--- src/rtl/test_sequencer_sat_counter.sv ---
// Clearable up-counter that sticks at all-ones instead of wrapping.
module sat_counter #(
    parameter int unsigned W = 16
) (
    input  logic         clk,
    input  logic         reset,
    input  logic         clear,
    input  logic         inc,
    output logic [W-1:0] count
);

    always_ff @(posedge clk) begin
        if (!reset) begin
            count <= '0;
        end else if (clear) begin
            count <= '0;
        end else if (inc && (count != '1)) begin
            count <= count + W'(1);
        end
    end

endmodule

--- config.mk ---
export PLATFORM = sky130hd
export DESIGN_NAME = sat_counter
export DESIGN_NICKNAME = d
export VERILOG_FILES = /design/src/rtl/test_sequencer_sat_counter.sv
export SDC_FILE = /design/constraint.sdc
export NUM_CORES = 1
export LEC_CHECK = 0
export CAP_MARGIN = 5
export CELL_PAD_IN_SITES_DETAIL_PLACEMENT = 1
export CELL_PAD_IN_SITES_GLOBAL_PLACEMENT = 1
export CORE_MARGIN = 2
export CORE_UTILIZATION = 33
export DETAILED_ROUTE_END_ITERATION = 10
export PLACE_DENSITY_LB_ADDON = 0.1
export SYNTH_ARGS = -nofsm -noshare
export SYNTH_HDL_FRONTEND = slang
export SYNTH_SLANG_ARGS = --single-unit
export TNS_END_PERCENT = 100
--- constraint.sdc ---
create_clock -name clk -period 1.51 [get_ports clk]
set_clock_uncertainty 0.05 [all_clocks]
set_input_delay 0.453 -clock clk [delete_from_list [all_inputs] [get_ports clk]]
set_output_delay 0.453 -clock clk [all_outputs]
set_load 0.02 [all_outputs]
==> results.yml <==
run_status:
  status: "complete, but fails checks"
  violations: "setup timing"
worst_hold_path:
  hold_class: "reg -> reg"
  whs_path_depth: 1
  hold_end: "count[11]$_SDFFE_PP0P_"
  min_from: "count[11]$_SDFFE_PP0P_"
layout:
  fin_nets: 145
  reg_top3: "count: 16 flops"
  final_cell_mix: "25 x buf_4, 10 x nor2_1, 9 x dfxtp_2, 9 x clkbuf_2"
  final_common_cell: "buf_4"
  final-seq-area_um2: 357.8
  largest-register: "count"
  n_fill_cell: 286
  drive_gt1_share_pct: 57.55
  design_area_um2: 1395
  num_antenna_cells: 0
  largest_reg_flops: 16
  multi_input_area_um2: 605.6
  stdcell_count: 169
  syn2layout_area_growth_pct: 61.36
  fin_util_pct: 56.31
logic_synthesis:
  syn-cell-area_um2: 864.6
  synth_top_area_cell: "dfxtp_1"
  synth_top_area_share_pct: 37.05
  ys_types: 38
  yosysSeqAreaShare_pct: 37.05
  synth.avg_cell_area_um2: 9.501
  ys_ff_latch: 16
  synth_fp_nets: 96
  synth_area_leaders: "dfxtp_1 37%, nand4_4 4.9%, nor2_1 4.3%"
  netlist_instances: 91
  yosys_warnings: 0
setup_path:
  timing.critical_path.buf_inv: 1
  worstPathCellList: "nand4_4, o41ai_4, buf_4, mux2i_1, nor2_1"
  path_class: "reg -> reg"
  max_stage_delay_ps: 410
  reg2reg_to: "count[1]$_SDFFE_PP0P_"
  critPathTopFamily: "compound AO/OA/AOI/OAI gates"
  ff2ff_path_depth: 5
  cp_max_fo: 6
  r2r_start: "count[13]$_SDFFE_PP0P_"
  critical_path.slowest_cell: "o41ai_4"
  end_kind: "flip-flop"
  critical_path_required_ps: 1660
  critPathLaunchType: "flip-flop"
  rrSetupSlack_ps: -10
  worstPathArrival_ps: 1670
clock_network:
  cts_tree: "done"
  cts_made_buffers: 3
  path_clk_slew_ps: 100
  cts_max_level: 1
  clkSinkCount: 16
  cts_root_buffer: "clkbuf_4"
  ctsLongestPathBuffers: 2
  clk_latency_ps: 300
placed_design:
  post-place-ws_ps: -559.0
  port_buffers: 19
  place.gp.congestion: 0.7799
  hpwl_mm: 1.997
  dp_cells: 160
  place_area_um2: 1297
grt:
  grt_pass1_vias: 964
  grt_max_degree: 10
  antenna_found_initial: 0
  grt_use_total_pct: 20.01
  grt_overflow: 0
  grt_pass1_wl_mm: 4.264
pwr:
  p_clk_share_pct: 34.8
  power.internal_uw: 544.8
  p_sw_uw: 172.1
  vdd.ir_drop.worst_mv: 0.4901
  swShare_pct: 24.01
  power.density_nw_per_um2: 513.9
  combPwrFrac_pct: 7.3
  p_seq_share_pct: 57.9
  fin_total_pwr_uw: 717.0
  p_leak_nw: 0.5808
detailed_routing:
  wl_met1_mm: 1.090
  routed_via_density: 5.509
  drc_errors: 0
  wl_met3_um: 104
  dr.pass1.iters: 4
  wl_mm: 2.672
  highest_layer: "met4"
  wl_met2_mm: 1.434
  avgRoutedWirePerCell_um: 15.81
  first_iter_violations: 11
  antenna_left: 0
  num_vias: 931
floorplan:
  die-area_um2: 3045
  io_pins: 20
  rows: 18
  fp.dieW_um: 55.19
  initial_core_util_pct: 34.90
  fp.dieH_um: 55.19
  core_um2: 2477
sta:
  hold_viol: 0
  tightest_slew_ps: 467.7
  fin_ws_ps: -11.72
  min_period_ps: 1522
  final-max-slew-violation-count: 0
  setup-violations-final: 1
  rsz0062_at_grt: "yes"
  fmax_mhz: 657.2
  finalCritPeriodShare_pct: 100.8
  maxSlewHeadroom_pct: 68.65
run:
  cap_violations: 0
-- routing by layer --
| metal | vias up | GRT usage, % |
|---|---|---|
| met3 | 6 | 3.763 |
| met1 | 456 | 21.19 |
| li1 | 449 | - |
| met5 | - | 0 |
| met2 | 20 | 37.10 |
| met4 | 0 | 10.57 |
-- worst max-delay path by stage --
stage	cells after the start	endpoint	slack, ps	start
floorplan	5	count[14]$_SDFFE_PP0P_	-20	count[0]$_SDFFE_PP0P_
global placement	5	count[13]$_SDFFE_PP0P_	-490	inc
detailed placement	5	count[9]$_SDFFE_PP0P_	-560	inc
CTS	5	count[1]$_SDFFE_PP0P_	-30	count[14]$_SDFFE_PP0P_
global route	5	count[1]$_SDFFE_PP0P_	-80	count[13]$_SDFFE_PP0P_
finish	5	count[1]$_SDFFE_PP0P_	-10	count[13]$_SDFFE_PP0P_
-- worst register-to-register path: cells and delay by family (launching register included) --
family,cells,cell delay [ps]
AND/OR/NAND/NOR,2,230
flip-flops,1,370
buffers and inverters,1,190
multiplexers,1,180
AO/OA/AOI/OAI,1,410
-- cells in the mapped netlist --
master     count
and4_1         1
or3_1          2
nand4_4        2
nor3_2         1
nor2_1        10
o21ai_0        4
o311ai_0       2
nor2b_1        1
a21oi_1        4
o41ai_4        1
and2_1         3
or4_1          2
o31ai_1        2
a41oi_1        1
nor3b_1        1
o41ai_1        2
o21a_1         1
nand3_1        4
and4_2         2
and3_1         1
xnor2_1        1
inv_1          2
nor3_1         1
nand4_1        2
xor2_1         3
nand2b_1       2
o211ai_1       1
ha_1           1
o31a_1         1
nor4_1         3
mux2i_1        1
nand2_1        5
o211a_1        1
o311ai_2       1
o2111ai_1      1
dfxtp_1       16
nand3_4        1
clkbuf_1       1
-- power groups by stage --
stage,registers (mW),clock network [mW],logic (mW)
6_report,0.415,0.249,0.0526
5_1_grt,0.416,0.277,0.0569
4_1_cts,0.417,0.266,0.0525
3_5_place_dp,0.434,0,0.0537
3_3_place_gp,0.434,0,0.0518
2_1_floorplan,0.436,0,0.0161
-- cell families after synthesis --
group / count (synthesis) / synth area share (%)
AO/OA/AOI/OAI: 22 / 21.42
XOR/XNOR: 4 / 4.053
adder cells (fa/ha/maj): 1 / 1.447
buffers and inverters: 3 / 1.302
flip-flops: 16 / 37.05
multiplexers: 1 / 1.158
AND/OR/NAND/NOR: 44 / 33.58
-- final cells by class --
type | count | area share (%)
inverter | 2 | 0.5381
sequential | 16 | 25.65
timing repair buffer | 45 | 25.83
tap | 30 | 2.691
clock buffer | 4 | 1.883
multi-input combinational | 72 | 43.41
-- repair_timing --
| item | 4_1_cts | 5_1_grt |
|---|---|---|
| pin swaps | 5 | 3 |
| cloned | 0 | 0 |
| gates resized for setup | 53 | 14 |
| endpoints found under the setup margin | 31 | 25 |
| setup buffers | 1 | 5 |
| hold buffers | 0 | 0 |
-- through the flow --
step / hold WS (ps) / setup TNS [ps]
finish: 441.8 / -11.72
global route: 459.8 / -404.8
CTS: 469.6 / -40.19
detailed placement: 448.3 / -5902
global placement: 432.6 / -5277
floorplan: 474.7 / -19.04
Power figures use the tool's default switching activity.
==> patch, RTL diff (config.mk and constraints unchanged) <==
Put one more register stage on the output `count`, without a reset. The value now appears one clock later.
--- a/src/rtl/test_sequencer_sat_counter.sv
+++ b/src/rtl/test_sequencer_sat_counter.sv
@@ -9,14 +9,20 @@
     output logic [W-1:0] count
 );
 
+    logic [W-1:0] count_s0;
+
     always_ff @(posedge clk) begin
         if (!reset) begin
-            count <= '0;
+            count_s0 <= '0;
         end else if (clear) begin
-            count <= '0;
-        end else if (inc && (count != '1)) begin
-            count <= count + W'(1);
+            count_s0 <= '0;
+        end else if (inc && (count_s0 != '1)) begin
+            count_s0 <= count_s0 + W'(1);
         end
+    end
+
+    always_ff @(posedge clk) begin
+        count <= count_s0;
     end
 
 endmodule
Behaviour: not the same (a bounded check fails within 4 cycles, from zero or initial values).
==> patch against the unedited design <==
The flow still finishes with violations (setup timing). Non-clock buffer count increased by 22. Wire length increased by 44%. Sequential cell count increased by 16. Total power increased by 100%. Cell area increased by 48%. Sequential power increased by 100%. Setup slack got worse by 220 ps. Synthesized cell count increased by 31%. Synthesized area increased by 34%. Via count increased by 32%. Maximum frequency decreased by 12%. Critical endpoint is now count_s0[15]. Largest cell class unchanged.
==> patch: results (changes against the unedited design) <==
status finished, violations left; failing checks setup timing; sequential-to-total area share from yosys stat 55.23% (+18 points); setup ws final -227.7 ps (-216.0 ps); Adder-Cell Fraction of Synth Area 1.079% (-0.37 points); worst slew pin tran 290.2 ps (-177.5 ps); CP top delay family simple AND/OR/NAND/NOR gates; Netlist cell types 30 (-21%); GRT Total Usage 19.93% (-0.079 points); Layout fillers 397 (+39%); P_leak 0.8274 nW (+42%); slowest CP cell or4_4; sequential cell count 32 (+16); worst-skew pair later-pin latency 320 ps (+20 ps); fraction of area in multi-input gates 32.57% (-11 points); average routed wire per standard cell 16.27 um (+2.9%); endpoints failing setup 11 (+10); Synth Area in XOR/XNOR 0% (-4.1 points); setup bufs post-CTS 4 (+3); fraction of layout cells with a size suffix above 1 54.21% (-3.3 points); CLK BUF 7 (+3); FF/Latch Area 670.6 um^2 (+87%); hpwl dp 2.433 mm (+22%); initial drt markers 29 (+18); syn_nets 124 (+29%); first-pass GRT wire length 6.210 mm (+46%); Signal buffers 67 (+49%); vias per cell 5.220 (-5.2%); post-synthesis mux area share 0.8630% (-0.29 points); clk tree area frac 3.153% (+1.3 points); hold_sp count_s0[13]; Data buffer area share 28.50% (+2.7 points); worst-case vdd ir drop 447.4 uV (-8.7%); final RePlAce weighted congestion 0.7964 (+2.1%); CP startpoint count_s0[1]; Synth top cells by count 32 x dfxtp_1, 12 x a21oi_1, 11 x nand2_1; comb_multi_in 82 (+14%); crit path max fanout 3 (-3); Clock Power Share 37.1% (+2.3 points); WP data arrival 1930 ps (+260 ps); post-cts repair resize count 54 (+1.9%)
==> patch: path summary, 6_finish.rpt <==
path / end / slack [ps] / cells past startpoint
setup / recovery: count_s0[15] / -230 / 4
hold / removal: count[13] / 370 / 0
setup reg to reg: count_s0[15] / -230 / 4
hold reg to reg: count[13] / 370 / 0
==> patch: per-layer routing <==
metal	vias up	wire, um	part of all wire [%]	global-route usage, %
li1	602	-	-	-
met5	-	0	0	0
met3	6	80	2.1	3.214
met4	0	57	1.5	6.522
met2	19	2006	52	35.77
met1	605	1694	44	24.19
==> patch: metrics by stage <==
stage	power (W)	cells	setup TNS (ps)	instance area, um^2	setup WS [ps]
floorplan	0.0008935	119	-687.2	1207	-150.6
global placement	0.0009204	217	-7051	1692	-607.7
detailed placement	0.0009218	217	-7950	1692	-666.3
CTS	0.001448	229	-808.8	1901	-223.6
global route	0.001519	236	-2015	2063	-285.7
finish	0.001433	236	-1016	2063	-227.7
